**config.mk**
```make
export PLATFORM = sky130hd
export DESIGN_NAME = id_ex_stage_flat
export DESIGN_NICKNAME = d
export VERILOG_FILES = /design/src/rtl/id_ex_stage_if.sv /design/src/rtl/id_ex_stage.sv /design/src/flat_wrapper.sv
export SDC_FILE = /design/constraint.sdc
export NUM_CORES = 1
export LEC_CHECK = 0
export BUFFER_PORTS_ARGS = -buffer_cell sky130_fd_sc_hd__buf_2
export CAP_MARGIN = 20
export CORE_ASPECT_RATIO = 1.1
export CORE_MARGIN = 2
export CORE_UTILIZATION = 40
export DETAILED_ROUTE_END_ITERATION = 7
export MAX_ROUTING_LAYER = met4
export PLACE_DENSITY = 0.82
export SLEW_MARGIN = 10
export SYNTH_ARGS = -nofsm -noshare
export SYNTH_HDL_FRONTEND = slang
export SYNTH_SLANG_ARGS = --single-unit
```
**constraint.sdc**
```tcl
create_clock -name clk -period 2.4 [get_ports clk]
set_clock_uncertainty 0.15 [all_clocks]
set_input_delay 0.24 -clock clk [delete_from_list [all_inputs] [get_ports clk]]
set_output_delay 0.24 -clock clk [all_outputs]
set_load 0.02 [all_outputs]
```
**src/rtl/id_ex_stage_if.sv**
```systemverilog
// id_ex_stage_if: bundle between decode, hazard unit, downstream stages and the ID/EX pipeline register
//   in_*            decoded instruction presented by decode
//   stall, flush    hazard unit controls
//   exmem_*, memwb_* downstream write-back candidates for forwarding
//   OPCODE, a, b    forwarded operands and opcode to the ALU
//   out_rd_addr, out_wen, out_valid  latched destination, qualified write enable, slot valid
interface id_ex_stage_if #(
  parameter int N  = 16,
  parameter int AW = 3
);
  logic          in_valid;
  logic [2:0]    in_opcode;
  logic [N-1:0]  in_rs_data;
  logic [N-1:0]  in_rt_data;
  logic [AW-1:0] in_rs_addr;
  logic [AW-1:0] in_rt_addr;
  logic [AW-1:0] in_rd_addr;
  logic          in_wen;
  logic          stall;
  logic          flush;
  logic          exmem_wen;
  logic          memwb_wen;
  logic [AW-1:0] exmem_addr;
  logic [AW-1:0] memwb_addr;
  logic [N-1:0]  exmem_data;
  logic [N-1:0]  memwb_data;
  logic [2:0]    OPCODE;
  logic [N-1:0]  a;
  logic [N-1:0]  b;
  logic [AW-1:0] out_rd_addr;
  logic          out_wen;
  logic          out_valid;

  modport master (
    output in_valid, in_opcode, in_rs_data, in_rt_data, in_rs_addr, in_rt_addr, in_rd_addr, in_wen,
    output stall, flush, exmem_wen, memwb_wen, exmem_addr, memwb_addr, exmem_data, memwb_data,
    input  OPCODE, a, b, out_rd_addr, out_wen, out_valid
  );

  modport slave (
    input  in_valid, in_opcode, in_rs_data, in_rt_data, in_rs_addr, in_rt_addr, in_rd_addr, in_wen,
    input  stall, flush, exmem_wen, memwb_wen, exmem_addr, memwb_addr, exmem_data, memwb_data,
    output OPCODE, a, b, out_rd_addr, out_wen, out_valid
  );
endinterface

```
**src/rtl/id_ex_stage.sv**
```systemverilog
// id_ex_stage: ID/EX pipeline register with EX/MEM and MEM/WB operand forwarding
//   clk    rising-edge clock
//   rst_n  synchronous active-low reset, clears the whole slot
//   bus    id_ex_stage_if slave: decode inputs, hazard controls, forwarding sources, ALU-facing outputs
module id_ex_stage #(
  parameter int N  = 16,
  parameter int AW = 3
) (
  input logic          clk,
  input logic          rst_n,
  id_ex_stage_if.slave bus
);
  logic [2:0]    opcodeQ;
  logic [N-1:0]  rsDataQ;
  logic [N-1:0]  rtDataQ;
  logic [AW-1:0] rsAddrQ;
  logic [AW-1:0] rtAddrQ;
  logic [AW-1:0] rdAddrQ;
  logic          wenQ;
  logic          validQ;
  logic [N-1:0]  fwdA;
  logic [N-1:0]  fwdB;
  // EX/MEM is checked first so the youngest producer wins; r0 and bubbles never forward
  always_comb begin
    fwdA = (validQ && rsAddrQ != '0 && bus.exmem_wen && bus.exmem_addr == rsAddrQ) ? bus.exmem_data :
           (validQ && rsAddrQ != '0 && bus.memwb_wen && bus.memwb_addr == rsAddrQ) ? bus.memwb_data : rsDataQ;
    fwdB = (validQ && rtAddrQ != '0 && bus.exmem_wen && bus.exmem_addr == rtAddrQ) ? bus.exmem_data :
           (validQ && rtAddrQ != '0 && bus.memwb_wen && bus.memwb_addr == rtAddrQ) ? bus.memwb_data : rtDataQ;
  end
  // While stalled the operand registers re-capture the forwarded values so a
  // producer retiring during the stall does not take its result with it
  always_ff @(posedge clk) begin
    if (!rst_n || bus.flush) begin
      opcodeQ <= '0;
      rsDataQ <= '0;
      rtDataQ <= '0;
      rsAddrQ <= '0;
      rtAddrQ <= '0;
      rdAddrQ <= '0;
      wenQ    <= 1'b0;
      validQ  <= 1'b0;
    end else if (bus.stall) begin
      rsDataQ <= fwdA;
      rtDataQ <= fwdB;
    end else begin
      opcodeQ <= bus.in_opcode;
      rsDataQ <= bus.in_rs_data;
      rtDataQ <= bus.in_rt_data;
      rsAddrQ <= bus.in_rs_addr;
      rtAddrQ <= bus.in_rt_addr;
      rdAddrQ <= bus.in_rd_addr;
      wenQ    <= bus.in_wen;
      validQ  <= bus.in_valid;
    end
  end
  assign bus.OPCODE      = opcodeQ;
  assign bus.a           = fwdA;
  assign bus.b           = fwdB;
  assign bus.out_rd_addr = rdAddrQ;
  assign bus.out_wen     = wenQ & validQ;
  assign bus.out_valid   = validQ;
endmodule

```
**src/flat_wrapper.sv**
```systemverilog
// flat-port wrapper written by rule: the top's interface ports become plain ports
module id_ex_stage_flat 
#(
  parameter int N  = 16,
  parameter int AW = 3
)
  (clk, rst_n, bus_in_valid, bus_in_opcode, bus_in_rs_data, bus_in_rt_data, bus_in_rs_addr, bus_in_rt_addr, bus_in_rd_addr, bus_in_wen, bus_stall, bus_flush, bus_exmem_wen, bus_memwb_wen, bus_exmem_addr, bus_memwb_addr, bus_exmem_data, bus_memwb_data, bus_OPCODE, bus_a, bus_b, bus_out_rd_addr, bus_out_wen, bus_out_valid);
  id_ex_stage_if #(.N(N), .AW(AW)) bus_i ();
  input logic clk;
  input logic rst_n;
  input wire logic [$bits(bus_i.in_valid)-1:0] bus_in_valid;
  input wire logic [$bits(bus_i.in_opcode)-1:0] bus_in_opcode;
  input wire logic [$bits(bus_i.in_rs_data)-1:0] bus_in_rs_data;
  input wire logic [$bits(bus_i.in_rt_data)-1:0] bus_in_rt_data;
  input wire logic [$bits(bus_i.in_rs_addr)-1:0] bus_in_rs_addr;
  input wire logic [$bits(bus_i.in_rt_addr)-1:0] bus_in_rt_addr;
  input wire logic [$bits(bus_i.in_rd_addr)-1:0] bus_in_rd_addr;
  input wire logic [$bits(bus_i.in_wen)-1:0] bus_in_wen;
  input wire logic [$bits(bus_i.stall)-1:0] bus_stall;
  input wire logic [$bits(bus_i.flush)-1:0] bus_flush;
  input wire logic [$bits(bus_i.exmem_wen)-1:0] bus_exmem_wen;
  input wire logic [$bits(bus_i.memwb_wen)-1:0] bus_memwb_wen;
  input wire logic [$bits(bus_i.exmem_addr)-1:0] bus_exmem_addr;
  input wire logic [$bits(bus_i.memwb_addr)-1:0] bus_memwb_addr;
  input wire logic [$bits(bus_i.exmem_data)-1:0] bus_exmem_data;
  input wire logic [$bits(bus_i.memwb_data)-1:0] bus_memwb_data;
  output wire logic [$bits(bus_i.OPCODE)-1:0] bus_OPCODE;
  output wire logic [$bits(bus_i.a)-1:0] bus_a;
  output wire logic [$bits(bus_i.b)-1:0] bus_b;
  output wire logic [$bits(bus_i.out_rd_addr)-1:0] bus_out_rd_addr;
  output wire logic [$bits(bus_i.out_wen)-1:0] bus_out_wen;
  output wire logic [$bits(bus_i.out_valid)-1:0] bus_out_valid;
  assign bus_i.in_valid = bus_in_valid;
  assign bus_i.in_opcode = bus_in_opcode;
  assign bus_i.in_rs_data = bus_in_rs_data;
  assign bus_i.in_rt_data = bus_in_rt_data;
  assign bus_i.in_rs_addr = bus_in_rs_addr;
  assign bus_i.in_rt_addr = bus_in_rt_addr;
  assign bus_i.in_rd_addr = bus_in_rd_addr;
  assign bus_i.in_wen = bus_in_wen;
  assign bus_i.stall = bus_stall;
  assign bus_i.flush = bus_flush;
  assign bus_i.exmem_wen = bus_exmem_wen;
  assign bus_i.memwb_wen = bus_memwb_wen;
  assign bus_i.exmem_addr = bus_exmem_addr;
  assign bus_i.memwb_addr = bus_memwb_addr;
  assign bus_i.exmem_data = bus_exmem_data;
  assign bus_i.memwb_data = bus_memwb_data;
  assign bus_OPCODE = bus_i.OPCODE;
  assign bus_a = bus_i.a;
  assign bus_b = bus_i.b;
  assign bus_out_rd_addr = bus_i.out_rd_addr;
  assign bus_out_wen = bus_i.out_wen;
  assign bus_out_valid = bus_i.out_valid;
  id_ex_stage #(.N(N), .AW(AW)) u_core (.clk(clk), .rst_n(rst_n), .bus(bus_i));
endmodule
```
Word-level counts from Yosys, hierarchy flattened
Cells that the tools add are included.
{"block": "word_totals", "register_bits": 46, "inputBits": 90, "out_inout_bits": 40}
{"block": "op_classes", "n_eq_ne": 4, "n_mux": 6, "bitwise": 1, "reduce_logical": 14}
{"op": "$mux 16", "n": 6}
{"op": "$eq 3x3->1", "n": 4}
{"op": "$logic_and 1x1->1", "n": 10}
{"op": "$reduce_bool 3->1", "n": 2}
{"op": "$and 1x1->1", "n": 1}
{"op": "$logic_not 1->1", "n": 1}
{"op": "$logic_or 1x1->1", "n": 1}

Logic depth before layout (Yosys ltp)
{"block": "depth", "depth_word": 7, "ltp_mapped": 8}

Worst setup path before layout
OpenSTA, ideal clock, no wires.
{"block": "synth_path", "path_type": "register to output", "from": "register u_core.rsAddrQ[2]", "to": "output port bus_a[15]", "t_arrival_ns": 1.905, "required_time_ns": 2.010, "setup_slack_ns": 0.105, "stages_incl_launch_ff": 8, "path_buffers": 3, "cell_sequence": "dfxtp_1 -> buf_6 -> xor2_1 -> or4_1 -> buf_2 -> buf_6 -> o211a_1 -> nor2_1"}
{"block": "synth_between", "elab_chain_len": 6, "word_cells_on_any_way": 10, "cone_classes": "eq/ne: 2; mux: 2; reduce/logical: 6"}
{"item": "from (decl)", "line_no": "id_ex_stage.sv:16", "rtl": "logic [AW-1:0] rsAddrQ;"}
{"item": "from (signal assigned)", "line_no": "id_ex_stage.sv:49", "rtl": "rsAddrQ <= bus.in_rs_addr;"}
{"item": "$reduce_bool 3->1", "line_no": "id_ex_stage.sv:25, id_ex_stage.sv:26"}
{"item": "$logic_and 1x1->1", "line_no": "id_ex_stage.sv:25, id_ex_stage.sv:26"}
{"item": "$logic_and 1x1->1 (2 in a row)", "line_no": "id_ex_stage.sv:26", "rtl": "(validQ && rsAddrQ != '0 && bus.memwb_wen && bus.memwb_addr == rsAddrQ) ? bus.memwb_data : rsDataQ;"}
{"item": "$mux 16", "line_no": "id_ex_stage.sv:26"}
{"item": "$mux 16 *", "line_no": "id_ex_stage.sv:25", "rtl": "fwdA = (validQ && rsAddrQ != '0 && bus.exmem_wen && bus.exmem_addr == rsAddrQ) ? bus.exmem_data :"}
{"item": "to (decl)", "line_no": "flat_wrapper.sv:28", "rtl": "output wire logic [$bits(bus_i.a)-1:0] bus_a;"}
Every way passes the cells marked *; elsewhere a longest branch is shown, timed or not.

Worst setup path after layout
{"block": "layout_path", "from": "register u_core.rtAddrQ[0]", "to": "output port bus_b[10]"}
{"block": "layout_between", "elab_chain_len": 6, "word_cells_on_any_way": 10, "cone_classes": "eq/ne: 2; mux: 2; reduce/logical: 6"}
{"item": "from (decl)", "line_no": "id_ex_stage.sv:17", "rtl": "logic [AW-1:0] rtAddrQ;"}
{"item": "from (signal assigned)", "line_no": "id_ex_stage.sv:50", "rtl": "rtAddrQ <= bus.in_rt_addr;"}
{"item": "$reduce_bool 3->1", "line_no": "id_ex_stage.sv:27, id_ex_stage.sv:28"}
{"item": "$logic_and 1x1->1", "line_no": "id_ex_stage.sv:27, id_ex_stage.sv:28"}
{"item": "$logic_and 1x1->1 (2 in a row)", "line_no": "id_ex_stage.sv:28", "rtl": "(validQ && rtAddrQ != '0 && bus.memwb_wen && bus.memwb_addr == rtAddrQ) ? bus.memwb_data : rtDataQ;"}
{"item": "$mux 16", "line_no": "id_ex_stage.sv:28"}
{"item": "$mux 16 *", "line_no": "id_ex_stage.sv:27", "rtl": "fwdB = (validQ && rtAddrQ != '0 && bus.exmem_wen && bus.exmem_addr == rtAddrQ) ? bus.exmem_data :"}
{"item": "to (decl)", "line_no": "flat_wrapper.sv:29", "rtl": "output wire logic [$bits(bus_i.b)-1:0] bus_b;"}
Marks and branches as above.

==> flow_summary.json <==
{
  "status": "finished with violations",
  "violations": "setup timing",
  "power_density_nw_per_um2": 381,
  "cp-end-kind": "primary output",
  "path_class": "flop to primary output",
  "yosysWarnings": 0,
  "grt_use_total": 0.284,
  "vias": 3355,
  "grt_pass1_wl_um": 14900,
  "initial_core_util": 0.416,
  "area_delta_synth_final_pct": 69.6,
  "firstDrtPassIters": 4,
  "slew_headroom": 0.703,
  "arrival_ns": 2.18,
  "path_clk_slew_ns": 0.09,
  "worstMarginPinSlew_ns": 0.446,
  "regArea_um2": 933,
  "h-tree-depth": 2,
  "fmax_mhz": 389,
  "yosysSeqAreaShare": 0.355,
  "overflow": 0,
  "cp_max_fo": 8,
  "drcViolationCount": 0,
  "cts_tree": "done",
  "grt_antenna_before_repair": 0,
  "async_flop_share": 0,
  "multi_input_area_um2": 2020,
  "hp-start": "bus_in_rs_data[6]",
  "dieArea_um2": 7140,
  "drtIter0Drc": 172,
  "power_uw": 1680,
  "dieHeight_um": 88.4,
  "die_w_um": 80.8,
  "hold_path_class": "primary input to flop",
  "final-setup-viol-count": 19,
  "fin_crit_ns": 2.57,
  "final_area_um2": 4400,
  "drv_slew": 0,
  "place_congestion": 0.868,
  "place_area_um2": 3320,
  "layout.nets": 572,
  "worst_slack_ns": -0.174,
  "cts-buffers-inserted": 5,
  "core_area_um2": 6230,
  "num-fill-cells": 482,
  "dp.cells": 516,
  "io_pins": 130,
  "cap_violations": 0,
  "synthFlopType": "dfxtp_1",
  "synth_cell_types": 41,
  "cp-start-kind": "flop",
  "clock_latency_ns": 0.30,
  "hold_viol_final": 0,
  "drt.antenna.violating_nets": 0,
  "num_rows": 30,
  "fin_util": 0.706,
  "wl_per_cell_um": 19.6,
  "timing.rr.start": "u_core.rsAddrQ[1]",
  "synth_nets": 412,
  "routed_wl_um": 11000,
  "layout-drive-gt1-share": 0.506,
  "viasPerCell": 5.97,
  "crit_start": "u_core.rtAddrQ[0]",
  "required_ns": 2.01,
  "synth_cells": 322,
  "p_leak_uw": 0.00189,
  "grt_pass1_vias": 3126,
  "peakVddDrop_uv": 253,
  "cts_buffer_depth": 2,
  "cts_sinks": 46,
  "io_buffer_count": 129,
  "grt_setup_unrepaired": "true",
  "syn_area_per_cell_um2": 8.05,
  "final_cells": 562,
  "synth_seq_cells": 46,
  "hpwlAfterDp_um": 6770,
  "synth_area_um2": 2590,
  "period_share": 1.07,
  "grt_max_degree": 33,
  "clockRootBuffer": "clkbuf_8",
  "synth_edf_count": 0,
  "antenna_cells": 0
}
## power breakdown
part | switching (uW) | total (uW) | leakage (uW) | internal, uW
clock network | 251 | 452 | 0.0000383 | 201
logic | 214 | 419 | 0.00148 | 206
registers | 18.5 | 806 | 0.000378 | 787
total | 483 | 1680 | 0.00189 | 1190
## metal layers
layer	wire (um)	track usage
met5	0	-
met2	5590	0.517
met4	438	0.111
met1	4070	0.303
met3	897	0.0571
## registers in the layout, summed over array words and instances (netlist names)
register / cells
u_core.bus.out_valid: 1
u_core.rtDataQ: 16
u_core.bus.OPCODE: 3
u_core.wenQ: 1
u_core.rsAddrQ: 3
u_core.rsDataQ: 16
u_core.rtAddrQ: 3
u_core.bus.out_rd_addr: 3
## cells by family (layout without fill, tap and decap cells)
kind of cell / after synthesis / after routing / synth area share
AOI/OAI and AO/OA: 88 / 88 / 0.251
xor gates and xnor gates: 10 / 10 / 0.0338
buffers and inverters: 32 / 192 / 0.0560
DFF: 46 / 46 / 0.355
muxes: 14 / 14 / 0.0541
and+or+nand+nor: 132 / 132 / 0.250
## worst paths after layout
check,endpoint,cells after the start,slack [ns]
max,bus_b[10],7,-0.17
min,u_core.rsDataQ[6],2,0.01
max reg2reg,u_core.rsDataQ[15],7,0.24
min reg2reg,u_core.bus.out_rd_addr[0],2,0.36
## stage by stage
| step | setup TNS, ns | hold WS [ns] | setup slack [ns] |
|---|---|---|---|
| global route | -3.76 | 0.00875 | -0.225 |
| finish | -2.33 | 0.00972 | -0.174 |
| detailed placement | -0.321 | 0.297 | -0.0865 |
| global placement | -0.0550 | 0.288 | -0.0263 |
| floorplan | 0 | 0.198 | 0.105 |
| CTS | -1.94 | 0.000954 | -0.147 |
## cells in the mapped netlist (2+ instances only)
cell       n  area (um^2)
nor2b_1    3         18.8
mux2i_1   14          140
xor2_1     2         17.5
clkbuf_1  22         82.6
dfxtp_1   46          921
buf_6      2         22.5
o21ai_1    8         40.0
nor2_1    51          191
buf_2      4         20.0
nand4_1   16          100
nor3_1    15         75.1
o31a_1     2         17.5
and2_1     2         12.5
nand2_1   21         78.8
xnor2_1    8         70.1
or2_2      2         12.5
o21ai_0    8         40.0
a221oi_1  15          131
a31oi_1   15         93.8
a22o_1    15          131
o31ai_1   17          128
and3_1    15         93.8
## timing repair
item | 4_1_cts | 5_1_grt
pin swaps | 15 | 32
cloned | 3 | 0
endpoints found under the hold margin | 13 | 0
buffers inserted | 6 | 17
setup endpoints to repair | 32 | 32
hold buffers | 13 | 0
gates resized for setup | 62 | 77
## cell type report
cell class / count / area share
multi-input combinational: 244 / 0.460
timing repair buffer: 184 / 0.286
sequential: 46 / 0.212
tap: 80 / 0.0228
clock buffer: 7 / 0.0174
inverter: 1 / 0.000854
## placed cells by master, fill, tap and decap left out, types with 3 or more instances in the layout
cell           count
o21ai_2           12
o31ai_1           16
dlygate4sd3_1     13
buf_6              6
a31oi_4            3
nand4_1           16
dfxtp_1           40
nor2_1            50
mux2i_1           14
a221oi_4          13
a31oi_2           12
xnor2_1            8
o21ai_4            4
nand2_1           20
and3_1            15
buf_4             59
buf_12             3
dfxtp_2            4
nor3_1            15
clkbuf_8           5
a22o_1            15
buf_2            100
## worst max-delay path: stages, from the launching register on
cell and delay (ns):
dfxtp_2 0.33, or2_4 0.25, o21a_1 0.18, or3_4 0.39, buf_12 0.18, a221oi_2 0.32, nor2_1 0.08, buf_2 0.16
Note: power is estimated with default switching activity, not from simulation.
